===== config.mk =====
export PLATFORM = sky130hd
export DESIGN_NAME = cke_gen_multi
export DESIGN_NICKNAME = d
export VERILOG_FILES = /design/src/rtl/cke_gen_pkg.sv /design/src/rtl/cke_chan.sv /design/src/rtl/cke_gen_multi.sv
export SDC_FILE = /design/constraint.sdc
export NUM_CORES = 1
export LEC_CHECK = 0
export BUFFER_PORTS_ARGS = -buffer_cell sky130_fd_sc_hd__buf_2
export CAP_MARGIN = 15
export CORE_MARGIN = 3
export CORE_UTILIZATION = 66
export DETAILED_ROUTE_END_ITERATION = 12
export HOLD_SLACK_MARGIN = 0.05
export PLACE_DENSITY_LB_ADDON = 0.1
export REMOVE_ABC_BUFFERS = 1
export SYNTH_ARGS = -nofsm -noshare
export SYNTH_HDL_FRONTEND = slang
export SYNTH_SLANG_ARGS = --single-unit

===== constraint.sdc =====
create_clock -name clk -period 11.3 [get_ports clk]
set_input_delay 2.26 -clock clk [delete_from_list [all_inputs] [get_ports clk]]
set_output_delay 2.26 -clock clk [all_outputs]
set_load 0.005 [all_outputs]

===== src/rtl/cke_gen_pkg.sv =====
// ---------------------------------------------------------------------------
// cke_gen_pkg
//   Shared definitions for the multi-channel clock-enable generator.
//   - CFG_W       : default width of period/high/count fields
//   - DEF_PERIOD  : period (clk cycles) every channel starts with after reset
//   - DEF_HIGH    : high time (clk cycles) every channel starts with after reset
//   - cfg_t       : one channel's {period, high} programming word
//   - last_count  : final count value of a period, with period 0 treated as 1
// ---------------------------------------------------------------------------
package cke_gen_pkg;

  localparam int CFG_W      = 26;
  localparam int DEF_PERIOD = 50_000_000;
  localparam int DEF_HIGH   = 25_000_000;

  typedef struct packed {
    logic [CFG_W-1:0] period;
    logic [CFG_W-1:0] high;
  } cfg_t;

  // Last count value before wrapping. A programmed period of 0 is clamped to
  // 1, so the channel then wraps every cycle instead of underflowing.
  // Operates on 32 bits, so field widths up to 32 are supported.
  function automatic logic [31:0] last_count(input logic [31:0] period);
    return (period == 32'd0) ? 32'd0 : period - 32'd1;
  endfunction

endpackage


===== src/rtl/cke_chan.sv =====
// ---------------------------------------------------------------------------
// cke_chan
//   One channel of the clock-enable generator: a free-running period counter
//   with a programmable high time and a one-deep pending-update slot. Pending
//   values are applied only at a period boundary (wrap), while frozen, or on
//   sync, so the output never shows a truncated or stretched pulse.
//
// Ports
//   clk        in   system clock, rising edge
//   rst_       in   synchronous active-low reset
//   i_ena      in   global enable; low freezes the counter and gates outputs
//   i_sync     in   restart the counter at 0 on the next edge
//   i_wr       in   load i_period/i_high into the pending slot
//   i_period   in   W  new period
//   i_high     in   W  new high time
//   o_pend     out  pending slot occupied (channel not ready for config)
//   o_cke      out  clock enable: count < high
//   o_tick     out  period-start pulse: count == 0
// ---------------------------------------------------------------------------
module cke_chan
  import cke_gen_pkg::last_count;
#(
  parameter int W          = 26,
  parameter int DEF_PERIOD = 50_000_000,
  parameter int DEF_HIGH   = 25_000_000
) (
  input  logic         clk,
  input  logic         rst_,
  input  logic         i_ena,
  input  logic         i_sync,
  input  logic         i_wr,
  input  logic [W-1:0] i_period,
  input  logic [W-1:0] i_high,
  output logic         o_pend,
  output logic         o_cke,
  output logic         o_tick
);

  typedef struct packed {
    logic [W-1:0] period;
    logic [W-1:0] high;
  } chan_cfg_t;

  chan_cfg_t    r_cfg;
  chan_cfg_t    r_pend_cfg;
  logic         r_pend;
  logic [W-1:0] r_count;

  logic [W-1:0] w_last;
  logic         w_wrap;
  logic         w_apply;

  // NOTE: every signal assigned in always_comb gets a value on every path
  // (here unconditionally), so no latch can be inferred.
  always_comb begin
    w_last  = W'(last_count(32'(r_cfg.period)));
    w_wrap  = (r_count == w_last);
    // Apply at the wrap edge, immediately while frozen, or on sync. With
    // i_ena low the counter is parked, so there is no pulse to cut short.
    w_apply = r_pend && (i_sync || !i_ena || w_wrap);
  end

  // NOTE: sequential state uses non-blocking assignments so every register
  // samples the pre-edge values, independent of statement order.
  always_ff @(posedge clk) begin
    if (!rst_) begin
      r_count      <= '0;
      r_cfg.period <= W'(DEF_PERIOD);
      r_cfg.high   <= W'(DEF_HIGH);
      r_pend       <= 1'b0;
    end else begin
      if (i_sync || w_apply) begin
        r_count <= '0;
      end else if (i_ena) begin
        r_count <= w_wrap ? '0 : r_count + W'(1);
      end

      // i_wr is only raised while r_pend is clear, so it never collides
      // with an apply in the same cycle.
      if (w_apply) begin
        r_cfg  <= r_pend_cfg;
        r_pend <= 1'b0;
      end else if (i_wr) begin
        r_pend <= 1'b1;
      end
    end
  end

  // NOTE: the pending payload is deliberately not reset; it is only ever
  // consumed while r_pend is set, and r_pend itself is reset.
  always_ff @(posedge clk) begin
    if (i_wr) begin
      r_pend_cfg <= '{period: i_period, high: i_high};
    end
  end

  // Outputs come straight from registered state, gated so nothing toggles
  // while held in reset or disabled.
  assign o_pend = r_pend;
  assign o_cke  = rst_ && i_ena && (r_count < r_cfg.high);
  assign o_tick = rst_ && i_ena && (r_count == '0);

endmodule


===== src/rtl/cke_gen_multi.sv =====
// ---------------------------------------------------------------------------
// cke_gen_multi
//   Multi-channel runtime-programmable clock-enable generator. Each channel
//   produces a clock enable with its own period and high time plus a
//   one-cycle period-start tick. Channels are reprogrammed through a
//   valid/ready port; updates land at period boundaries.
//
// Ports
//   clk         in   system clock, rising edge
//   rst_        in   synchronous active-low reset
//   ena         in   global enable; low freezes counters, forces cke/tick 0
//   sync        in   one-cycle pulse: restart all channels at count 0
//   cfg_valid   in   config request valid
//   cfg_ready   out  config request accepted when cfg_valid && cfg_ready
//   cfg_ch      in   CHW  target channel; indices >= CH are accepted and dropped
//   cfg_period  in   W    new period in cycles (0 behaves as 1)
//   cfg_high    in   W    new high time in cycles
//   cke         out  CH   per-channel clock enable
//   tick        out  CH   per-channel period-start pulse
// ---------------------------------------------------------------------------
module cke_gen_multi
  import cke_gen_pkg::CFG_W;
#(
  parameter  int CH         = 4,
  parameter  int W          = CFG_W,
  parameter  int DEF_PERIOD = cke_gen_pkg::DEF_PERIOD,
  parameter  int DEF_HIGH   = cke_gen_pkg::DEF_HIGH,
  localparam int CHW        = (CH > 1) ? $clog2(CH) : 1
) (
  input  logic           clk,
  input  logic           rst_,
  input  logic           ena,
  input  logic           sync,
  input  logic           cfg_valid,
  output logic           cfg_ready,
  input  logic [CHW-1:0] cfg_ch,
  input  logic [W-1:0]   cfg_period,
  input  logic [W-1:0]   cfg_high,
  output logic [CH-1:0]  cke,
  output logic [CH-1:0]  tick
);

  logic [CH-1:0] w_sel;
  logic [CH-1:0] w_pend;
  logic [CH-1:0] w_wr;
  logic          w_ready;

  // One-hot channel decode. An out-of-range index selects nothing, so it
  // sees no pending channel (ready) and its write strobe goes nowhere.
  always_comb begin
    w_sel = '0;
    for (int i = 0; i < CH; i++) begin
      w_sel[i] = (cfg_ch == CHW'(i));
    end
  end

  assign w_ready   = rst_ && ((w_sel & w_pend) == '0);
  assign w_wr      = {CH{cfg_valid && w_ready}} & w_sel;
  assign cfg_ready = w_ready;

  for (genvar g = 0; g < CH; g++) begin : g_chan
    cke_chan #(
      .W          (W),
      .DEF_PERIOD (DEF_PERIOD),
      .DEF_HIGH   (DEF_HIGH)
    ) u_chan (
      .clk      (clk),
      .rst_     (rst_),
      .i_ena    (ena),
      .i_sync   (sync),
      .i_wr     (w_wr[g]),
      .i_period (cfg_period),
      .i_high   (cfg_high),
      .o_pend   (w_pend[g]),
      .o_cke    (cke[g]),
      .o_tick   (tick[g])
    );
  end

endmodule


After elaboration in Yosys (flattened, before gate mapping). Cells that the tools add are included. W data, S select, Z words.

Add/sub/neg operators: 8. Reductions and logical operators: 43. Muxes and demuxes: 8. $lt $le $gt $ge: 4. Bitwise gates (word level): 3. Eq/ne operators: 7.

Operators with widths (count): $logic_not A26 Y1 (8); $mux W26 (8); $add A26 B1 Y26 const B (4); $eq A26 B26 Y1 (4); $lt A26 B26 Y1 (4); $sub A26 B1 Y26 const B (4); $reduce_or A2 Y1 (8); $logic_and A1 B1 Y1 (15); $logic_or A1 B1 Y1 (9); $and A4 B4 Y4 (2); $eq A2 B2 Y1 const B (2); $logic_not A4 Y1 (1); $eq A2 B1 Y1 const B (1); $logic_not A2 Y1 (1); $logic_not A1 Y1 (1); $not A1 Y1 (1).

Bits in registers: 524. Output and inout port bits: 9. Input bits: 59.

Longest topological paths before layout. Gate-level depths: netlist (run 1).

Word-level depth: 7. Gate-level depth with buffers: 16. Depth with buffers taken out: 11.

Hierarchy. Synthesis (run 1) repeated with hierarchy kept, for this count alone.

Cells, all modules: 2923. Area total of the unflattened synthesis: 28383.5 um^2.

By module, submodules not included: cke_chan (g_chan[1].u_chan ...) (seq. area each 3143.0 um^2, times used 3, area an instance 7098.1 um^2, cells an instance 735); cke_chan (g_chan[0].u_chan) (seq. area each 3143.0 um^2, times used 1, area an instance 7024.2 um^2, cells an instance 710); cke_gen_multi (seq. area each 0.0 um^2, times used 1, area an instance 65.1 um^2, cells an instance 8).

Least setup slack after synthesis (run 1). OpenSTA, ideal clock, no wires.

Path kind: input-to-output. Start: in ena. End: out tick[1]. Cell stages on the path: 7. Path buffers: 3. Arrival: 3496 ps. Slack: 5544 ps. Required time: 9040 ps. Cell sequence: clkbuf_1 > buf_1 > nand2_1 > nor3_1 > nand3_1 > nor3_1 > buf_4.

Word-level cells in the longest chain between the ends: 2.

Ends and longest elaborated chain: start, declared (line cke_gen_multi.sv:32) `input logic ena,`; $logic_and A1 B1 Y1 (2 in a row) (line cke_chan.sv:101) `assign o_tick = rst_ && i_ena && (r_count == '0);`; end, declared (line cke_gen_multi.sv:40) `output logic [CH-1:0] tick`.

No other way between the ends.

Worst setup path after layout (run 1).
Start: in rst_. End: out tick[0].

Word-level cells in the longest chain between the ends: 2.

Ends and longest elaborated chain: start, declared (line cke_gen_multi.sv:31) `input logic rst_,`; $logic_and A1 B1 Y1 (2 in a row) (line cke_chan.sv:101).

No other way between the ends.

==> impl_metrics.yaml, run 1 <==
timing:
  maxSlewViolCount: 0
  setup_viol: 0
  worst_slack_ps: 4620
  period_needed_ps: 6680
  rsz0062_at_grt: "no"
  max_slew_margin_pct: 21.7
  timing.fmax_ghz: 0.150
  hold_violations: 0
  setup_tns_ps: 0
  clock_skew_ps: 24.2
  tightest_slew_ps: 1170
  period_share_pct: 59.1
critical_path:
  path_max_fanout: 68
  cp-end-kind: "output port"
  worstPathRequired_ps: 9040
  startpoint_type: "input port"
  rr_worst_depth: 12
  worstPathCellList: "clkbuf_8 -> nand2_1 -> nor3_1 -> nand3_1 -> nor3_1 -> buf_2"
  crit_top_cell: "nor3_1"
  worstSetupPathType: "input port to output port"
  critPathMaxStageDelay_ps: 690
  crit_arrival_ps: 4420
  critPathSlowestCell: "nand2_1"
status:
  status: "finished clean"
place:
  dpl.hpwl_um: 55300
  gp_congestion: 0.955
  io_buffer_count: 67
  pre_cts_ws_ps: 4740
  dp.cells: 3342
yosys:
  synth-edff-count: 208
  ys_seq_area_share_pct: 45.0
  yosys-mux-area-fraction_pct: 6.34
  synth_top_family_by_area: "simple AND/OR/NAND/NOR gates"
  yosys_warnings: 0
  yosys.area_share.xor_xnor_pct: 6.31
  yosys_register_bits: 524
  syn_avg_cell_area_sq_um: 9.56
  async_reset_ff_share_pct: 0
  synth_compound_area_share_pct: 12.0
  post_synth_num_cell_types: 96
  synth-adder-area-share_pct: 5.02
  synth_ff_type: "dfxtp_1"
  synth_area_sq_mm: 0.0279
  synth_cells: 2921
  yosys.area_share.simple_pct: 19.6
detailed_routing:
  drt-total-wl_um: 80600
  firstDrtPassIters: 6
  drt_iter0_markers: 2550
  drtAntennaViolNets: 0
  wl_per_cell_um: 23.4
  vias: 22572
  drc: 0
  viasPerCell: 6.55
cts:
  post_cts_buffers: 0
  insertion_delay_ps: 610
  cts_max_level: 2
  cts_tree: "done"
  hold_buffers: 0
  clock-root-buffer: "clkbuf_16"
  clock_sinks: 524
  ctsLongestPathBuffers: 3
  cts_made_buffers: 52
  clk_transition_reported_paths_ps: 60
  cts_resized: 0
global_route:
  grt_antenna_before_repair: 14
  grt.total_usage_pct: 35.5
  grt_pass1_wl_um: 122000
  grt_max_degree: 105
  grt_overflow: 0
  grt_pass1_vias: 21422
finish:
  multiInputGateArea_sq_mm: 0.0138
  fin_cells: 3446
  postLayoutCoreUtil_pct: 72.4
  regArea_sq_mm: 0.0126
  fillers: 3049
  area_delta_synth_final_pct: 7.04
  drive_gt1_share_pct: 7.40
  nNetsFinal: 3035
worst_hold_path:
  hold-path-cell-count: 1
  hold_path_class: "flop to flop"
floorplan:
  die_y_um: 212
  io_pins: 68
  die_area_sq_mm: 0.0448
  fp.dieW_um: 212
  rows: 74
  core_sq_mm: 0.0413
  initial_utilization_pct: 67.6
pwr:
  power.total_uw: 3970
  leakagePower_uw: 0.0110
  vdd_drop_max_v: 0.000138
  p_per_area_mw_per_mm2: 133
run:
  drv_cap: 0
==> cell usage after synthesis (8+ instances only) <==
library cell | instances | share of area (%)
a21o_1 | 47 | 1.3
clkbuf_1 | 143 | 1.9
o21ai_0 | 55 | 0.99
buf_1 | 9 | 0.12
ha_1 | 112 | 5.0
nand4_1 | 73 | 1.6
o211ai_1 | 61 | 1.6
xnor3_1 | 8 | 0.65
or4_1 | 31 | 0.83
nor4b_1 | 12 | 0.38
nand4b_1 | 8 | 0.25
nor4_1 | 62 | 1.4
nand2_1 | 324 | 4.4
o41ai_1 | 10 | 0.31
and2_1 | 11 | 0.25
or2_2 | 10 | 0.22
edfxtp_1 | 208 | 22
a2111oi_0 | 8 | 0.25
a211oi_1 | 17 | 0.46
inv_1 | 173 | 2.3
and4_1 | 9 | 0.28
xnor2_1 | 93 | 2.9
or3_1 | 30 | 0.67
mux2i_1 | 169 | 6.1
nor2b_1 | 20 | 0.45
a21oi_1 | 43 | 0.77
nand2b_1 | 17 | 0.38
a211o_1 | 32 | 1.0
nand3_1 | 68 | 1.2
nor2_1 | 286 | 3.8
nor3_1 | 83 | 1.5
a31oi_1 | 15 | 0.34
buf_4 | 11 | 0.30
buf_2 | 20 | 0.36
nor3b_1 | 10 | 0.27
and3_1 | 30 | 0.67
xor2_1 | 83 | 2.6
o31ai_1 | 18 | 0.48
dfxtp_1 | 316 | 23
o211a_1 | 28 | 1.0
==> state kept, by name, indices dropped and copies added (netlist names) <==
register                  flops
g_chan.u_chan.o_pend          4
g_chan.u_chan.r_count       104
g_chan.u_chan.r_pend_cfg    208
g_chan.u_chan.r_cfg         208
==> worst paths after layout <==
path                                                startpoint                    endpoint  slack (ps)
worst min-delay path            g_chan[3].u_chan.r_pend_cfg[6]   g_chan[3].u_chan.r_cfg[6]         450
worst max register to register      g_chan[3].u_chan.r_cfg[26]  g_chan[3].u_chan.r_cfg[42]        5740
worst min register to register  g_chan[3].u_chan.r_pend_cfg[6]   g_chan[3].u_chan.r_cfg[6]         450
worst max-delay path                                      rst_                     tick[0]        4620
==> cell families after synthesis <==
group / Yosys count
simple gates: 1113
flops: 524
compound gates: 442
buf+inv: 369
xor+xnor: 186
mux: 175
fa+ha+maj: 112
==> cell usage in the layout, fill, tap and decap left out, drive strengths merged, types with 86 or more instances in the layout <==
cell type  netlist  routed
nand2          324     324
dfxtp          316     316
nor2           287     287
edfxtp         208     208
inv            173     173
mux2i          169     169
ha             112     112
xnor2           94      94
nor3            86      86
==> area by class of cell <==
| cell class | instances | area share (%) |
|---|---|---|
| Timing Repair Buffer | 85 | 1.60 |
| Tap cell | 532 | 2.23 |
| Clock inverter | 14 | 0.507 |
| Clock buffer | 83 | 5.15 |
| Multi-Input combinational cell | 2028 | 46.2 |
| Sequential cell | 524 | 42.1 |
| Antenna cell | 7 | 0.0586 |
| Inverter | 173 | 2.18 |
==> where the power goes <==
group | switching [uW] | internal (uW)
Combinational | 158 | 71.6
Sequential | 26.6 | 2000
Clock | 735 | 980
Total | 919 | 3050
==> per-layer routing <==
layer | up-vias | routed length [um] | global-route usage, %
met2 | 979 | 36600 | 56.1
met1 | 10937 | 32300 | 46.8
li1 | 10402 | - | -
met5 | - | 21 | 0
met4 | 4 | 4540 | 18.8
met3 | 250 | 7140 | 6.79
==> through the flow <==
stage	instance area, sq um	hold WS (ps)
2_1_floorplan	27000	428
3_3_place_gp	28200	432
3_5_place_dp	28200	440
4_1_cts	29900	456
5_1_grt	29900	472
6_report	29900	454
==> worst max-delay path, delay by kind of cell <==
kind	cells	cell delay, ps
buf+inv	2	560
simple gates	4	1550
Note: power is estimated with default switching activity, not from simulation.
==> run 2: changes to the inputs <==
- CORE_UTILIZATION: 66 -> 57
- clock period: 11.3 -> 5.8 ns (I/O delays scaled with it)
==> run 2 against run 1 <==
  * Power grew 98%
  * Sequential share of layout area shrank 0.37 points
  * Flip-flop and latch count is the same
  * First-iteration DRC count shrank 21%
  * Critical path type is now flop to flop
  * Critical path depth grew 4
  * Hold slack lost 3.5 ps
  * Sequential power grew 95%
  * Clock skew grew 0.80 ps
  * Clock power grew 100%
  * Register-to-register slack lost 4700 ps
==> impl_metrics.yaml, run 2 (synthesis results as in run 1) <==
floorplan:
  initial_utilization_pct: 58.1
  die_area_sq_mm: 0.0517
  core_sq_mm: 0.0480
  die_y_um: 227
  rows: 80
  fp.dieW_um: 227
  io_pins: 68
timing:
  period_share_pct: 81.7
  hold_violations: 0
  clock_skew_ps: 25.0
  period_needed_ps: 4740
  rsz0062_at_grt: "no"
  maxSlewViolCount: 0
  setup_viol: 0
  tightest_slew_ps: 1000
  whs_ps: 450
  timing.fmax_ghz: 0.211
  max_slew_margin_pct: 33.2
cts:
  cts_made_buffers: 53
  cts_max_level: 2
  cts_resized: 0
  clk_transition_reported_paths_ps: 70
  clock_sinks: 524
  cts_tree: "done"
  hold_buffers: 0
  ctsLongestPathBuffers: 3
  post_cts_buffers: 0
  insertion_delay_ps: 620
  clock-root-buffer: "clkbuf_16"
pwr:
  leakagePower_uw: 0.0111
  vdd_drop_max_v: 0.000283
  p_per_area_mw_per_mm2: 260
detailed_routing:
  wl_per_cell_um: 23.2
  viasPerCell: 6.28
  drtAntennaViolNets: 0
  vias: 22224
  drt_iter0_markers: 2026
  firstDrtPassIters: 8
  drt-total-wl_um: 82100
  drc: 0
place:
  dpl.hpwl_um: 58100
  io_buffer_count: 67
  gp_congestion: 0.940
finish:
  nNetsFinal: 3049
  fillers: 3946
  area_delta_synth_final_pct: 7.99
  drive_gt1_share_pct: 8.08
  reg_top3: "g_chan.u_chan.r_cfg (208), g_chan.u_chan.r_pend_cfg (208), g_chan.u_chan.r_count (104)"
  final_cell_mix: "324 x nand2_1, 316 x dfxtp_1, 282 x nor2_1"
  postLayoutCoreUtil_pct: 62.8
  mostFrequentLayoutCell: "nand2_1"
worst_hold_path:
  hp-start: "g_chan[3].u_chan.r_pend_cfg[12]"
  hold_path_class: "flop to flop"
critical_path:
  r2r-start: "g_chan[0].u_chan.r_cfg[36]"
  worstPathRequired_ps: 6330
  cp-end-kind: "flop"
  path_max_fanout: 31
  crit_start: "g_chan[0].u_chan.r_cfg[36]"
  startpoint_type: "flop"
  crit_arrival_ps: 5270
  worstSetupPathType: "flop to flop"
run:
  drv_cap: 0
global_route:
  grt_max_degree: 90
  grt_antenna_before_repair: 15
  grt.total_usage_pct: 31.7
  grt_pass1_wl_um: 124000
  grt_overflow: 0
  grt_pass1_vias: 21012
status:
  status: "finished clean"
==> run 2: power breakdown <==
group	switching, uW	leakage (uW)	internal [uW]
registers	51.1	0.00444	3890
logic	315	0.00582	144
clock network	1470	0.000856	1980
total	1830	0.0111	6010
==> run 2: layout make-up <==
class	instances	area [sq um]	share of cell area, %
tap	615	769	2.55
timing repair buffer	98	602	2.00
clock inverter	25	240	0.797
multi-input combinational	2028	13800	45.8
antenna	4	10.0	0.0332
sequential	524	12600	41.7
inverter	173	652	2.16
clock buffer	74	1500	4.96
==> run 2: metrics by stage <==
step           total power, uW  worst slack, ps  setup TNS, ps  instance area, sq um  instances
3_5_place_dp              4470             1150              0                 28400       3438
5_1_grt                   8080              680              0                 30100       3537
3_3_place_gp              4460             1220              0                 28400       3438
6_report                  7850             1060              0                 30200       3541
2_1_floorplan             4240            -5420        -296770                 27000       2725
4_1_cts                   7900             1120              0                 30100       3537
==> run 2: per-layer routing <==
metal	global-route usage [%]	part of all wire, %	wire length (um)	vias up
li1	-	-	-	10447
met1	42.7	42	34700	10768
met2	49.7	44	36400	784
met3	5.34	8.0	6560	217
met4	15.8	5.4	4410	8
met5	0	0.065	53	-
==> run 2: critical path: stages, from the launching register on <==
cell and delay, ps:
dfxtp_1 410, nor4_1 700, nand4b_1 500, or4_1 740
o41ai_1 420, xor2_1 140, nor4_1 340, nand2_1 140
o41ai_2 460, buf_4 510, mux2i_1 260
==> run 2: final timing paths <==
kind / end / slack (ps) / cells after the start
hold / removal: g_chan[3].u_chan.r_cfg[12] / 450 / 1
setup / recovery: g_chan[0].u_chan.r_cfg[6] / 1060 / 10
setup reg to reg: g_chan[0].u_chan.r_cfg[6] / 1060 / 10
hold reg to reg: g_chan[3].u_chan.r_cfg[12] / 450 / 1
